===== src/rtl/axis_byte_packer.sv =====
// axis_byte_packer: packs an 8-bit AXI-Stream into LANES-byte words with
// keep/last. A partial word is flushed when the input beat carries last.
// It also counts the packets completed on the master side.
module axis_byte_packer #(
    parameter int LANES = 4,
    parameter int CNT_W = 16
) (
    input  logic                 clk,
    input  logic                 reset,
    input  logic [7:0]           in_data,
    input  logic                 T_valid_in,
    output logic                 T_ready_out,
    input  logic                 Tlast_in,
    output logic [8*LANES-1:0]   out_data,
    output logic [LANES-1:0]     T_keep_out,
    output logic                 T_valid_out,
    input  logic                 T_ready_in,
    output logic                 Tlast_out,
    output logic [CNT_W-1:0]     pkt_count
);

    localparam int IW = (LANES > 1) ? $clog2(LANES) : 1;

    logic [IW-1:0]           cnt_q, cnt_d;
    logic [LANES-1:0][7:0]   asm_q, asm_d;
    logic [LANES-1:0]        akeep_q, akeep_d;
    logic [LANES-1:0][7:0]   word_q, word_d;
    logic [LANES-1:0]        keep_q, keep_d;
    logic                    vld_q, vld_d;
    logic                    last_q, last_d;
    logic [CNT_W-1:0]        pkt_q, pkt_d;

    logic                    accept, fill, xfer;
    logic [LANES-1:0]        lane_oh;
    logic [LANES-1:0][7:0]   new_word;

    // Accept a byte whenever the output register is free or draining this cycle.
    assign T_ready_out = reset & (~vld_q | T_ready_in);
    assign accept      = T_valid_in & T_ready_out;
    assign fill        = accept & ((cnt_q == IW'(LANES - 1)) | Tlast_in);
    assign xfer        = vld_q & T_ready_in;
    assign lane_oh     = LANES'(1) << cnt_q;

    assign out_data    = word_q;
    assign T_keep_out  = keep_q;
    assign T_valid_out = vld_q;
    assign Tlast_out   = last_q;
    assign pkt_count   = pkt_q;

    // Completed word: only lanes already assembled survive, stale lanes read 0.
    always_comb begin
        for (int i = 0; i < LANES; i++)
            new_word[i] = akeep_q[i] ? asm_q[i] : 8'h00;
        new_word[cnt_q] = in_data;
    end

    // Next-state: assembly, output register reload and packet counting.
    always_comb begin
        cnt_d   = cnt_q;
        asm_d   = asm_q;
        akeep_d = akeep_q;
        word_d  = word_q;
        keep_d  = keep_q;
        vld_d   = vld_q;
        last_d  = last_q;
        pkt_d   = pkt_q + CNT_W'(xfer & last_q);

        // A transfer frees the output; a completion in the same cycle refills it.
        if (xfer)
            vld_d = 1'b0;

        if (accept) begin
            if (fill) begin
                word_d  = new_word;
                keep_d  = akeep_q | lane_oh;   // lanes fill from 0, so this is contiguous
                last_d  = Tlast_in;
                vld_d   = 1'b1;
                cnt_d   = '0;
                akeep_d = '0;
            end else begin
                asm_d[cnt_q] = in_data;
                akeep_d      = akeep_q | lane_oh;
                cnt_d        = cnt_q + 1'b1;
            end
        end
    end

    // State registers with synchronous active-low reset.
    always_ff @(posedge clk) begin
        if (!reset) begin
            cnt_q   <= '0;
            asm_q   <= '0;
            akeep_q <= '0;
            word_q  <= '0;
            keep_q  <= '0;
            vld_q   <= 1'b0;
            last_q  <= 1'b0;
            pkt_q   <= '0;
        end else begin
            cnt_q   <= cnt_d;
            asm_q   <= asm_d;
            akeep_q <= akeep_d;
            word_q  <= word_d;
            keep_q  <= keep_d;
            vld_q   <= vld_d;
            last_q  <= last_d;
            pkt_q   <= pkt_d;
        end
    end

endmodule

===== config.mk =====
export PLATFORM = sky130hd
export DESIGN_NAME = axis_byte_packer
export DESIGN_NICKNAME = d
export VERILOG_FILES = /design/src/rtl/axis_byte_packer.sv
export SDC_FILE = /design/constraint.sdc
export NUM_CORES = 1
export LEC_CHECK = 0
export BUFFER_PORTS_ARGS = -buffer_cell sky130_fd_sc_hd__buf_2
export CAP_MARGIN = 20
export CORE_MARGIN = 2
export CORE_UTILIZATION = 28
export CTS_BUF_LIST = sky130_fd_sc_hd__clkbuf_8
export DETAILED_ROUTE_END_ITERATION = 12
export GPL_ROUTABILITY_DRIVEN = 1
export PLACE_DENSITY = 0.46
export SYNTH_ARGS = -nofsm -noshare
export SYNTH_HDL_FRONTEND = slang
export SYNTH_SLANG_ARGS = --single-unit

===== constraint.sdc =====
create_clock -name clk -period 2.6 [get_ports clk]
set_input_delay 0.52 -clock clk [delete_from_list [all_inputs] [get_ports clk]]
set_output_delay 0.52 -clock clk [all_outputs]
set_load 0.005 [all_outputs]

==> key figures, run 1 <==
Drt
  – Wirelength per Cell: 17.2 um
  – Routed WL: 11500 um
  – DRT Pass-1 Iters: 6
  – Via count: 3463
  – Via density: 5.20
  – DRC Markers: 0
  – Routed Antenna Nets: 0
  – 1st-iter DRT viols: approximately 190

Timing
  – Post-route setup TNS: 0 ns
  – Slew Limit Fails: 0
  – # setup viols final: 0
  – Final hold violations: 0
  – Slew @ Worst Pin: 0.773 ns
  – Relative slew slack: 48.5%
  – Tmin final: 1.98 ns
  – Final setup margin: 0.621 ns
  – Post-Route Skew: 0.0124 ns
  – Fmax: 505 MHz
  – Worst Hold Slack: 0.411 ns
  – Fin crit share: 76.1%
  – Unrepaired setup endpoints after global routing: no

Synthesis
  – Cell taking the most area after synthesis: dfxtp_1
  – Synth Area in XOR/XNOR: less than 1%
  – Mapped Nets: 447
  – Sequential share of the synthesized area: 46.4%
  – Number of flops mapped to enable cells by yosys: 0
  – Compound-Gate Fraction of Synth Area: 17.2%
  – Synth Flop Type: dfxtp_1
  – FFs w/ async S/R, synth: 0%
  – Synth Area in Simple Gates: 20.0%
  – Post-synth top area share: 46.4%
  – Synth Cell Area: 3970 um2
  – Gate Count Post-Synth: 428
  – Synth top area cells: dfxtp_1, mux2i_1, nand2_1, a31oi_1, a311oi_1
  – #FFs+latches synth: 92
  – Mux contribution to synthesized area: 8.83%
  – Largest family of logic cells by synthesized area: simple AND/OR/NAND/NOR gates
  – Post-Synth Adder-Cell Area: around 1.9%
  – Yosys warning total: 0
  – Mean post-synth cell area: 9.27 um2
  – Netlist cell types: 36

Power
  – Power per cell area: 584 nW/um2
  – Sw power: 0.733 mW
  – P_int: 1.99 mW
  – Switching part of the total: 26.9%
  – Comb pwr share: 8.8%
  – Clock share of power: 37.1%
  – Sequential power share: a little over half
  – Lkg Pwr: 1.69 nW
  – Maximum VDD drop: 0.199 mV

Final layout
  – P&R area growth vs syn: 17.4%
  – Nets: 500
  – N_diodes: 0
  – Share of cells above drive strength 1: 20.6%
  – Number of fill cells: 1465
  – Cell Count, Final, Fillers Out: approximately 670
  – Multi-input logic area: 1930 um2
  – Final core area utilization: 33.6%
  – Register area: 1840 um2

Global routing
  – Total gr overflow: 0
  – Largest net degree at the start of global routing: 45
  – First-pass GRT wire length: 17800 um
  – Initial antenna violation count: 0
  – Vias in the first global route: 3307
  – Total GRT Usage: 15.7%

Die
  – Die H: 123 um
  – Boundary pin count: 68
  – Die W: between 100 and 150 um
  – Core box area: roughly 14000 um2
  – Die area: 15100 um2
  – Std cell rows: 43
  – Initial cell density of the core: between 20 and 30%

Critical path
  – Cell family with most CP delay: simple AND/OR/NAND/NOR gates
  – CP Cell Sequence: ha_1 > nor2_1 > and4_1 > mux2i_1
  – Data arrival time of the worst path: 2.29 ns
  – CP endpoint kind: register
  – Crit Path Max Fanout: 8
  – Slowest CP cell: and4_1
  – Crit start category: register
  – Worst EP required: 2.91 ns
  – Critical Path Max Stage Delay: 0.66 ns
  – CP bufs+invs: 0
  – Critical path class: register to register

CTS
  – Reg clk slew, reported paths: 0.10 ns
  – Num Clock Sinks: 92
  – Cts hold-fix bufs: 0
  – H-tree depth: 3
  – CTS tree: built
  – Post-CTS sizing: 0
  – Postcts setup bufs: 0
  – Clk root buf: clkbuf_8
  – Num CTS Buffers: 9
  – Clk_lat worst skew: 0.38 ns
  – Clock tree buffer depth: 2

Flow run
  – Max_cap viols: 0

Placed design
  – Setup WS pre-CTS: about 0.43 ns
  – Placed Cells: 650
  – Port bufs: 67
  – HPWL after DPL: 7540 um
  – Placer Congestion: 0.745

Min path
  – Tightest Hold Check Type: input port to register

Status
  – Outcome: complete, no violations
[cell type report]
cell class / count / share of cell area (%)
Multi-Input combinational cell: 291 / 41.5
Clock inverter: 7 / 1.64
Clock buffer: 9 / 2.66
Tap cell: 180 / 4.83
Timing Repair Buffer: 80 / 9.29
Inverter: 7 / 0.564
Sequential cell: 92 / 39.5
[worst reg2reg max path, delay by kind of cell (launching register included)]
kind,cells,cell delay [ns]
adder cells (fa/ha/maj),1,0.27
AND/OR/NAND/NOR,2,1.04
flip-flops,1,0.35
multiplexers,1,0.26
[stage by stage]
step                      area, um2  total power, mW
after floorplan                3970             1.64
after global placement         4460             1.74
after detailed placement       4460             1.75
after CTS                      4660             2.76
after global routing           4660             2.84
final                          4660             2.72
[routing by layer]
layer	track usage [%]	share of wire, %	vias to the layer above
li1	-	-	1681
met1	19.9	46	1686
met2	25.8	48	81
met3	2.44	4.5	15
met4	7.60	2.3	0
met5	0	0	-
[sequential cells by signal, indices dropped and copies added, names as in the netlist]
name         count
cnt_q            2
T_valid_out      1
T_keep_out       4
Tlast_out        1
asm_q           32
out_data        32
akeep_q          4
pkt_count       16
[synth_stat cells, drive strengths merged, types with 2 or more instances]
| library cell | count |
|---|---|
| a31oi | 38 |
| buf | 23 |
| a21oi | 12 |
| or3 | 3 |
| nand4 | 5 |
| inv | 6 |
| nor2 | 13 |
| a211oi | 11 |
| a311oi | 24 |
| ha | 6 |
| nor4 | 3 |
| and2 | 11 |
| and4 | 3 |
| nand3b | 24 |
| dfxtp | 92 |
| o21ai | 5 |
| or4 | 5 |
| o31ai | 6 |
| nand2b | 4 |
| and3 | 2 |
| xor2 | 2 |
| clkbuf | 15 |
| nand3 | 9 |
| mux2i | 35 |
| nand2 | 64 |
[power groups by stage]
stage	logic, mW	clock network (mW)	registers (mW)
2_1_floorplan	0.145	0	1.50
4_1_cts	0.241	1.05	1.47
3_5_place_dp	0.240	0	1.51
6_report	0.238	1.01	1.47
5_1_grt	0.264	1.10	1.48
3_3_place_gp	0.239	0	1.50
[layout by cell type, fill, tap and decap left out, types with 9 or more instances in the layout]
cell / Yosys / routed
nor2_1: 13 / 13
clkbuf_8: 0 / 9
a311oi_1: 24 / 24
a21oi_1: 12 / 12
and2_1: 11 / 11
buf_2: 17 / 67
mux2i_1: 35 / 35
a211oi_1: 11 / 11
buf_4: 3 / 13
nand2_1: 64 / 64
nand3_1: 9 / 9
a31oi_1: 38 / 38
nand3b_1: 24 / 24
dfxtp_1: 92 / 92
[kinds of logic (layout without fill, tap and decap cells)]
kind of cell             after synthesis  in the layout
AO/OA/AOI/OAI                         98             98
XOR/XNOR                               3              3
adder cells (fa/ha/maj)                6              6
buffers and inverters                 45            103
flip-flops                            92             92
multiplexers                          35             35
AND/OR/NAND/NOR                      149            149
[final timing paths]
kind,start,end,slack (ns),depth (start not counted)
max,cnt_q[0]$_SDFFE_PN0N_,asm_q[10]$_SDFFE_PN0P_,0.62,4
max reg2reg,cnt_q[0]$_SDFFE_PN0N_,asm_q[10]$_SDFFE_PN0P_,0.62,4
min reg2reg,T_keep_out[3]$_SDFFE_PN0P_,T_keep_out[3]$_SDFFE_PN0P_,0.45,2
min,Tlast_in,Tlast_out$_SDFFE_PN0P_,0.41,2
(Power assumes the default switching activity.)
==> inputs of run 2 (changes only) <==
Clock period 2.6 ns to 2.07 ns, I/O delays scaled along.
==> run 2 against run 1 <==
Clock skew is 0.00094 ns lower; combinational power is 27% higher; die area stayed put; clock power is 41% higher; worst hold slack worse by 0.10 ns; fmax is 6.3% higher; critical path type unchanged.
==> key figures, run 2 (synthesis gave the netlist of run 1 again) <==
Die
  – Initial cell density of the core: 28.6% (unchanged)
  – Die W: 123 um (unchanged)
  – Core box area: 13900 um2 (unchanged)
  – Boundary pin count: 68 (unchanged)
  – Std cell rows: 43 (unchanged)
  – Die H: 123 um (unchanged)
  – Die area: 15100 um2 (unchanged)

Placed design
  – Placed Cells: 658 (was 650)
  – HPWL after DPL: 7700 um (was 7540 um)
  – Port bufs: 67 (unchanged)
  – Setup WS pre-CTS: 0.0570 ns (was 0.429 ns)
  – Placer Congestion: 0.712 (was 0.745)

Global routing
  – Vias in the first global route: 3323 (was 3307)
  – Total GRT Usage: 15.6% (was 15.7%)
  – First-pass GRT wire length: 17900 um (was 17800 um)
  – Largest net degree at the start of global routing: 37 (was 45)
  – Total gr overflow: 0 (unchanged)
  – Initial antenna violation count: 0 (unchanged)

Timing
  – Slew @ Worst Pin: 0.752 ns (was 0.773 ns)
  – Final setup margin: 0.208 ns (was 0.621 ns)
  – Final hold violations: 0 (unchanged)
  – Fin crit share: 90.0% (was 76.1%)
  – Unrepaired setup endpoints after global routing: no (unchanged)
  – # setup viols final: 0 (unchanged)
  – Post-route setup TNS: 0 ns (unchanged)
  – Tmin final: 1.86 ns (was 1.98 ns)
  – Post-Route Skew: 0.0115 ns (was 0.0124 ns)
  – Slew Limit Fails: 0 (unchanged)
  – Fmax: 537 MHz (was 505 MHz)
  – Relative slew slack: 49.9% (was 48.5%)

Drt
  – Routed Antenna Nets: 0 (unchanged)
  – DRT Pass-1 Iters: 4 (was 6)
  – Via count: 3497 (was 3463)
  – Routed WL: 11300 um (was 11500 um)
  – Wirelength per Cell: 16.8 um (was 17.2 um)
  – 1st-iter DRT viols: 203 (was 192)
  – DRC Markers: 0 (unchanged)
  – Via density: 5.19 (was 5.20)

Final layout
  – Multi-input logic area: 1930 um2 (unchanged)
  – Number of fill cells: 1474 (was 1465)
  – Most frequent cells in the layout: dfxtp_1, buf_2, nand2_1 (unchanged)
  – P&R area growth vs syn: 20.1% (was 17.4%)
  – Register area: 1840 um2 (unchanged)
  – Nets: 508 (was 500)
  – Share of cells above drive strength 1: 21.9% (was 20.6%)
  – Most common cell after layout, fill and taps aside: dfxtp_1 (unchanged)
  – Cell Count, Final, Fillers Out: 674 (was 666)
  – N_diodes: 0 (unchanged)

Min path
  – Tightest Hold Check Type: input port to register (unchanged)

CTS
  – H-tree depth: 3 (unchanged)
  – Clk root buf: clkbuf_8 (unchanged)
  – Clk_lat worst skew: 0.37 ns (was 0.38 ns)
  – Num Clock Sinks: 92 (unchanged)
  – Post-CTS sizing: 0 (unchanged)
  – Cts hold-fix bufs: 0 (unchanged)
  – Num CTS Buffers: 9 (unchanged)
  – CTS tree: built (unchanged)
  – Clock tree buffer depth: 2 (unchanged)
  – Postcts setup bufs: 0 (unchanged)
  – Reg clk slew, reported paths: 0.09 ns (was 0.10 ns)

Critical path
  – Worst EP required: 2.35 ns (was 2.91 ns)
  – Critical path class: register to register (unchanged)
  – Slowest CP cell: or2_2 (was and4_1)
  – Crit start category: register (unchanged)
  – Data arrival time of the worst path: 2.14 ns (was 2.29 ns)
  – CP endpoint kind: register (unchanged)
  – Crit Path Max Fanout: 36 (was 8)
  – CP Cell Sequence: ha_1 > or2_2 > a31oi_1 > a311oi_1 (was ha_1 > nor2_1 > and4_1 > mux2i_1)
  – Critical Path Max Stage Delay: 0.64 ns (was 0.66 ns)

Power
  – Lkg Pwr: 1.75 nW (was 1.69 nW)
  – Maximum VDD drop: 0.280 mV (was 0.199 mV)
  – Power per cell area: 749 nW/um2 (was 584 nW/um2)

Flow run
  – Max_cap viols: 0 (unchanged)

Status
  – Outcome: complete, no violations (unchanged)
## run 2: worst paths after layout
check | from | to | slack, ns | cells after the start
worst max register to register | cnt_q[0]$_SDFFE_PN0N_ | out_data[13]$_SDFFE_PN0P_ | 0.21 | 4
worst min register to register | T_keep_out[3]$_SDFFE_PN0P_ | T_keep_out[3]$_SDFFE_PN0P_ | 0.45 | 2
worst max-delay path | cnt_q[0]$_SDFFE_PN0N_ | out_data[13]$_SDFFE_PN0P_ | 0.21 | 4
worst min-delay path | Tlast_in | Tlast_out$_SDFFE_PN0P_ | 0.31 | 2
## run 2: report_power, final
part	leakage, nW	switching, mW	total [mW]	internal [mW]
registers	0.746	0.0330	1.85	1.82
clock network	0.120	0.641	1.42	0.776
logic	0.882	0.189	0.303	0.115
## run 2: area by class of cell
type / instances / area share (%)
Sequential cell: 92 / 38.6
Inverter: 7 / 0.551
Clock inverter: 4 / 1.50
Tap cell: 180 / 4.72
Multi-Input combinational cell: 291 / 40.5
Clock buffer: 12 / 3.46
Timing Repair Buffer: 88 / 10.6
## run 2: worst max-delay path: cells and delay by family (launching register included)
kind / cells / cell delay [ns]
and+or+nand+nor: 1 / 0.64
AOI/OAI and AO/OA: 2 / 0.47
adders and majority gates: 1 / 0.26
DFF: 1 / 0.38
## run 2: through the flow
stage | utilization [%] | area, um2 | hold slack [ns] | power, mW
global placement | 32.6 | 4530 | 0.441 | 2.20
CTS | 34.3 | 4770 | 0.295 | 3.62
floorplan | - | 3970 | 0.429 | 2.06
detailed placement | 32.6 | 4530 | 0.442 | 2.20
finish | 34.3 | 4770 | 0.307 | 3.57
global route | 34.3 | 4770 | 0.313 | 3.73
## run 2: per-layer routing
layer  wire, um  GRT usage (%)
met1       5170           20.6
met2       5440           25.4
met3        502           2.54
met4        192           6.39
met5          0              0
